File: src/rtl/arb_pkg.sv
// Shared types for the round-robin arbiter: sizes, FSM encoding and the rotating search.
package arb_pkg;

  localparam int NUM_REQ = 4;
  localparam int ADDR_W  = 2;

  typedef enum logic {
    IDLE  = 1'b0,
    GRANT = 1'b1
  } state_e;

  typedef struct packed {
    logic              found;
    logic [ADDR_W-1:0] idx;
  } rr_pick_t;

  // Scan ptr+1 .. ptr+NUM_REQ (wrapping); the first set request wins.
  function automatic rr_pick_t rr_search(input logic [ADDR_W-1:0]  ptr,
                                         input logic [NUM_REQ-1:0] req_vec);
    rr_pick_t          pick;
    logic [ADDR_W-1:0] cand;
    pick.found = 1'b0;
    pick.idx   = '0;
    for (int i = 1; i <= NUM_REQ; i++) begin
      cand = ptr + ADDR_W'(i);
      if (!pick.found && req_vec[cand]) begin
        pick.found = 1'b1;
        pick.idx   = cand;
      end
    end
    return pick;
  endfunction

endpackage

File: src/rtl/grant_decoder.sv
// 2-to-4 decoder with enable: drives a one-hot vector from an address, all zero when disabled.
module grant_decoder
  import arb_pkg::*;
(
  input  logic [ADDR_W-1:0]  addr_i,
  input  logic               en_i,
  output logic [NUM_REQ-1:0] out_o
);

  always_comb begin
    out_o = '0;
    if (en_i) begin
      out_o[addr_i] = 1'b1;
    end
  end

endmodule

File: src/rtl/rr_decode_arbiter.sv
// Round-robin arbiter for 4 requesters; the registered owner address/valid is decoded to a
// one-hot grant. An optional hold limit pre-empts a long-running owner and pulses hold_expired.
module rr_decode_arbiter
  import arb_pkg::*;
#(
  parameter int MAX_HOLD = 8,
  parameter int CNT_W    = 8
) (
  input  logic               clk,
  input  logic               reset,
  input  logic [NUM_REQ-1:0] req,
  output logic [NUM_REQ-1:0] grant,
  output logic [ADDR_W-1:0]  grant_addr,
  output logic               grant_valid,
  output logic               hold_expired
);

  state_e             state_q, state_d;
  logic [ADDR_W-1:0]  addr_q, addr_d;
  logic [ADDR_W-1:0]  last_ptr_q, last_ptr_d;
  logic [CNT_W-1:0]   hold_cnt_q, hold_cnt_d;
  logic               expired_q, expired_d;
  logic               owner_req;
  logic               hold_hit;
  logic [NUM_REQ-1:0] owner_mask;
  rr_pick_t           pick_idle;
  rr_pick_t           pick_hand;

  assign owner_req  = req[addr_q];
  assign hold_hit   = (MAX_HOLD != 0) && (hold_cnt_q == CNT_W'(MAX_HOLD));
  assign owner_mask = NUM_REQ'(1) << addr_q;
  assign pick_idle  = rr_search(last_ptr_q, req);
  // On release or expiry the search restarts just after the owner, with the owner excluded.
  assign pick_hand  = rr_search(addr_q, req & ~owner_mask);

  always_comb begin
    state_d    = state_q;
    addr_d     = addr_q;
    last_ptr_d = last_ptr_q;
    hold_cnt_d = hold_cnt_q;
    expired_d  = 1'b0;
    case (state_q)
      IDLE: begin
        if (pick_idle.found) begin
          state_d    = GRANT;
          addr_d     = pick_idle.idx;
          hold_cnt_d = CNT_W'(1);
        end
      end
      GRANT: begin
        if (owner_req && !hold_hit) begin
          if (hold_cnt_q != '1) begin
            hold_cnt_d = hold_cnt_q + CNT_W'(1);
          end
        end else begin
          last_ptr_d = addr_q;
          expired_d  = owner_req;
          if (pick_hand.found) begin
            addr_d     = pick_hand.idx;
            hold_cnt_d = CNT_W'(1);
          end else begin
            state_d    = IDLE;
            hold_cnt_d = '0;
          end
        end
      end
      default: state_d = IDLE;
    endcase
  end

  always_ff @(posedge clk or posedge reset) begin
    if (reset) begin
      state_q    <= IDLE;
      addr_q     <= '0;
      last_ptr_q <= ADDR_W'(NUM_REQ - 1);
      hold_cnt_q <= '0;
      expired_q  <= 1'b0;
    end else begin
      state_q    <= state_d;
      addr_q     <= addr_d;
      last_ptr_q <= last_ptr_d;
      hold_cnt_q <= hold_cnt_d;
      expired_q  <= expired_d;
    end
  end

  assign grant_valid  = (state_q == GRANT);
  assign grant_addr   = addr_q;
  assign hold_expired = expired_q;

  grant_decoder u_dec (
    .addr_i (addr_q),
    .en_i   (grant_valid),
    .out_o  (grant)
  );

endmodule

File: config.mk
export PLATFORM = sky130hd
export DESIGN_NAME = rr_decode_arbiter
export DESIGN_NICKNAME = d
export VERILOG_FILES = /design/src/rtl/arb_pkg.sv /design/src/rtl/grant_decoder.sv /design/src/rtl/rr_decode_arbiter.sv
export SDC_FILE = /design/constraint.sdc
export NUM_CORES = 1
export LEC_CHECK = 0
export ABC_CLOCK_PERIOD_IN_PS = 6700
export CAP_MARGIN = 25
export CORE_AREA = 8 8 56 62
export DETAILED_ROUTE_END_ITERATION = 12
export DIE_AREA = 0 0 64 70
export GPL_ROUTABILITY_DRIVEN = 0
export MAX_ROUTING_LAYER = met4
export PLACE_DENSITY = 0.76
export SYNTH_ARGS = -nofsm -noshare
export SYNTH_HDL_FRONTEND = slang
export SYNTH_HIERARCHICAL = 1
export SYNTH_SLANG_ARGS = --single-unit
export TNS_END_PERCENT = 100
File: constraint.sdc
create_clock -name clk -period 6.7 [get_ports clk]
set_input_delay 1.34 -clock clk [delete_from_list [all_inputs] [get_ports clk]]
set_output_delay 1.34 -clock clk [all_outputs]
set_load 0.005 [all_outputs]
* Yosys cells after proc, flatten, opt, wreduce, memory -nomap -nowiden *
Index checks and enable logic that the tools add are counted.

cells by class
  add/subtract/negate cells = 7
  multipliers = 0
  div/mod/pow operators = 0
  magnitude comparators = 9
  equality and inequality tests = 7
  shift operators = 1
  muxes and demuxes = 44
  bitwise operators = 4
  reductions and logical operators = 18

operators by type and width
  operator             count
  $lt 2x3->1 const B   8
  $mux 3               8
  $mux 8               3
  $bmux 1 s2           9
  $mux 1               16
  $pmux 8 s2           1
  $add 2x2->2 const B  4
  $add 8x1->8 const B  1
  $eq 8x4->1 const B   1
  $logic_and 1x1->1    8
  $ne 8x8->1 const B   1
  $logic_not 1->1      7
  $mux 2               3
  $ne 2x2->1 const B   3
  $add 2x1->2 const B  2
  $and 4x4->4          1
  $mux 4               1
  $not 4->4            1
  $pmux 2 s2           1
  $reduce_and 2->1     2
  $reduce_and 4->1     1
  $shl 1x2->4 const A  1
  $ne 3x2->1 const B   1
  $demux 1 s2          1
  4 further kinds      5

word-level totals
  register bits = 14
  bits in latches = 0
  bits in writable memories = 0
  bits in read-only memories = 0
  input bits = 6
  logic and storage cells = 95
  memories = 0

* Longest topological paths before layout *
  depth after elaboration = 18
  gate-level depth with buffers = 8
  mapped depth without buffers = 7

* Hierarchy *
Netlist, hierarchy kept.

by module, submodules not included
  module             instances  cells an instance  area each (µm²)
  rr_decode_arbiter  1          145                1,262.5
  grant_decoder      1          4                  37.5

* Worst setup path after synthesis *
No wires, ideal clock.

  path type = input -> register
  start = input port req[2]
  end = register addr_q[1], in the netlist grant_addr[1]
  arrival = 2,747 ps
  path slack = 3,825 ps
  cell stages on the path = 5
  cells stage by stage = buf_4 mux4_2 o211a_1 a311oi_1 mux2_1

on the way
  word-level cells in the longest chain between the ends = 15
  elaborated cells on any way between the ends = 49
  those cells by class = eq/ne (4); mux (30); bitwise (1); reduce/logical (14)

ends and longest elaborated chain
  element                       RTL line                 RTL
  start: declaration            rr_decode_arbiter.sv:11  input logic [NUM_REQ-1:0] req,
  $and 4x4->4                   rr_decode_arbiter.sv:34  assign pick_hand = rr_search(addr_q, req & ~owner_mask);
  $bmux 1 s2                    arb_pkg.sv:26            if (!pick.found && req_vec[cand]) begin
  $mux 1 (not written as such)  arb_pkg.sv:26
  $mux 3                        arb_pkg.sv:26
  $logic_not 1->1               arb_pkg.sv:26
  $logic_and 1x1->1             arb_pkg.sv:26
  $mux 3                        arb_pkg.sv:26
  $logic_not 1->1               arb_pkg.sv:26
  $logic_and 1x1->1             arb_pkg.sv:26
  $mux 3                        arb_pkg.sv:26
  $logic_not 1->1               arb_pkg.sv:26
  $logic_and 1x1->1             arb_pkg.sv:26
  $mux 3                        arb_pkg.sv:26
  $ne 2x1->1 (no line)          --
  $reduce_and 4->1 (no line)    --
  end signal: assignment        rr_decode_arbiter.sv:80  addr_q <= addr_d;
  end: declaration              rr_decode_arbiter.sv:19  logic [ADDR_W-1:0] addr_q, addr_d;

Parallel ways exist; a longest one is shown, timed or not. The select of a mux whose other input is x is not followed.
A chain may end at the register's enable or synchronous reset.

* Final worst setup path *
Ends and elaborated chain as after synthesis.

==> impl_metrics.tcl <==
set metrics [dict create \
    status "finished clean" \
    grt.overflow.total 0 \
    ant_nets 0 \
    path_clk_slew_ps 90 \
    critPathRequiredTime_ps 6870 \
    placementRows 19 \
    p_switching_uw 232.0 \
    yosysSeqAreaShare_pct 27.14 \
    io_buffers 13 \
    yosysWarningCount 6 \
    setup_viol_count_final 0 \
    drv_slew 0 \
    critPathKind "input port to flip-flop" \
    cts_setup_buffers 0 \
    top_layer "met4" \
    hp-class "flip-flop to flip-flop" \
    clock_tree.buffer_depth 2 \
    met3_length_um 47 \
    finalCriticalPeriod_ps 3334 \
    viasPerCell 6.111 \
    grt_pass1_wl_um 4988 \
    core_area_mm2 0.002449 \
    combPwrFrac_pct 58.0 \
    hpwl_um 2130 \
    die_x_um 64 \
    syn-num-nets 161 \
    p_seq_share_pct 32.4 \
    mappedNetlistArea_mm2 0.001300 \
    post_drt_wl_per_cell_um 14.90 \
    dp_cells 186 \
    endpoint "grant_addr[1]" \
    drive_gt1_share_pct 10.69 \
    cts_resized 0 \
    dpl_cell_area_mm2 0.001404 \
    routed_wl_um 2831 \
    initialDrtViolationCount 53 \
    power.density_mw_per_mm2 367.3 \
    switching_share_pct 44.16 \
    ys_seq_elements 14 \
    yosys-top-cells-area "dfrtp_1 (23%), ha_1 (5.8%), nand2_1 (4.9%), o21ai_0 (4.6%), dfstp_2 (4.0%)" \
    layout.nets 172 \
    yosysTopAreaCell "dfrtp_1" \
    hold_viol_final 0 \
    r2r-end "grant_addr[1]" \
    synth_top_area_share_pct 23.10 \
    antenna_found_initial 0 \
    worstReg2RegStart "grant_addr[0]" \
    cts_tree "done" \
    max_freq_ghz 0.2999 \
    crit_start "req[2]" \
    max_cap_violations 0 \
    dr.pass1.iters 4 \
    yosys-top-cells-count "nand2_1 (17), dfrtp_1 (12), o21ai_0 (12)" \
    setup-tns-final_ps 0 \
    r2r_setup_slack_ps 4060 \
    via_count 1161 \
    io-pin-count 14 \
    avgSynthCellArea_um2 8.725 \
    fin_area_mm2 0.001430 \
    rr_worst_depth 6 \
    path_max_fanout 9 \
    arrival_ps 3510 \
    cts-root-buf "clkbuf_4" \
    final_cells 190 \
    cts_buffers 3 \
    synthArstFlopShare_pct 100.0 \
    grt_pass1_vias 1125 \
    grt_start_max_net_pins 16 \
    die_area_mm2 0.004480 \
    clock_latency_ps 280 \
    leakagePower_nw 0.6288 \
    whs_ps 540.9 \
    cts_hold_buf 0 \
    internal_power_uw 293.3 \
    start_util_pct 53.09 \
    track_usage_pct 13.39 \
    start_kind "input port" \
    n_antenna_cell 0 \
    endpoint_kind "flip-flop" \
    synth_most_common_cell "nand2_1" \
    area_growth_pct 10.01 \
    drc 0 \
    synth.distinct_cells 48 \
    tightest_slew_ps 578.0 \
    die_h_um 70 \
    clock_skew_ps 8.004 \
    cts.sinks 14 \
    synthCells 149 \
    htree_num_levels 1 \
    dominantRegCellSynth "dfrtp_1" \
    power_frac_clock_pct 9.6 \
    slew_headroom_pct 61.23 \
    irDropWorstVdd_mv 0.2364 \
    finalCritPeriodShare_pct 49.76 \
    synth_enable_flop_cells 0 \
    wl_met2_um 1407 \
    rsz0062_at_grt "no" \
    wl_met1_um 1297 \
]
## cells in the final DEF, fill, tap and decap left out, types with 2 or more instances in the layout
| cell type | n |
|---|---|
| nor3_1 | 7 |
| dfrtp_1 | 12 |
| dfstp_2 | 2 |
| and3b_1 | 2 |
| or2_2 | 2 |
| clkbuf_4 | 3 |
| nor2b_1 | 5 |
| clkdlybuf4s50_1 | 13 |
| o221ai_1 | 2 |
| o22ai_1 | 2 |
| mux4_2 | 2 |
| nand2_1 | 17 |
| inv_1 | 11 |
| o21ai_0 | 12 |
| o31ai_1 | 2 |
| o211ai_1 | 2 |
| a211oi_1 | 5 |
| ha_1 | 6 |
| and3_2 | 2 |
| o2111ai_1 | 2 |
| nand3_1 | 4 |
| nand2b_1 | 6 |
| a21oi_1 | 3 |
| mux2i_1 | 4 |
| a21o_1 | 2 |
| nor2_1 | 8 |
## final cells by class
type	instances	area, um2
inverters	11	41.29
flip-flops and latches	14	352.8
fillers	225	1018
multi-input cells	116	835.8
well taps	31	38.79
clock buffers	4	26.28
repair buffers	14	135.1
## power by group through the flow
stage          Sequential (mW)  Clock (mW)  Combinational [mW]
2_1_floorplan            0.138           0               0.255
3_3_place_gp             0.169           0               0.300
3_5_place_dp             0.172           0               0.307
4_1_cts                  0.171      0.0514               0.307
5_1_grt                  0.178      0.0538               0.345
6_report                 0.170      0.0503               0.305
## cell families after synthesis
group	count (synthesis)	share of synthesized area, %
simple gates	58	24.06
flops	14	27.14
buf+inv	19	8.566
mux	8	9.432
xor+xnor	1	0.6738
fa+ha+maj	6	5.775
compound gates	43	24.35
## flip-flops by register name, indices dropped and copies added, names as in the netlist
name          flops
grant_addr        2
last_ptr_q        2
hold_cnt_q        8
grant_valid       1
hold_expired      1
## stage by stage
stage	setup WS, ps	total power, mW	utilization (%)
finish	3366	0.5252	58.41
global route	3148	0.5762	58.41
CTS	3389	0.5292	58.41
detailed placement	3079	0.4789	57.33
global placement	2955	0.4691	57.13
floorplan	3825	0.3937	-
## worst min-delay path by stage
stage,start,endpoint,slack (ps),cells past startpoint
3_3_place_gp,hold_cnt_q[7],hold_cnt_q[7],520,1
6_report,hold_cnt_q[7],hold_cnt_q[7],540,1
3_5_place_dp,hold_cnt_q[7],hold_cnt_q[7],530,1
5_1_grt,hold_cnt_q[7],hold_cnt_q[7],580,1
4_1_cts,hold_cnt_q[7],hold_cnt_q[7],540,1
2_1_floorplan,hold_cnt_q[7],hold_cnt_q[7],470,1
## critical path, stage by stage
cell and delay (ps):
clkdlybuf4s50_1 550, nor3_1 240, o21ai_0 160, a211oi_1 520, buf_2 290, a311oi_1 70
mux2_1 330
## routing by layer
layer  up-vias  GRT usage (%)
met5         -              -
met1       560          15.72
li1        573              -
met4         0          6.948
met2        20          22.12
met3         8          1.116
No activity file was read; power rests on OpenSTA's default activity.
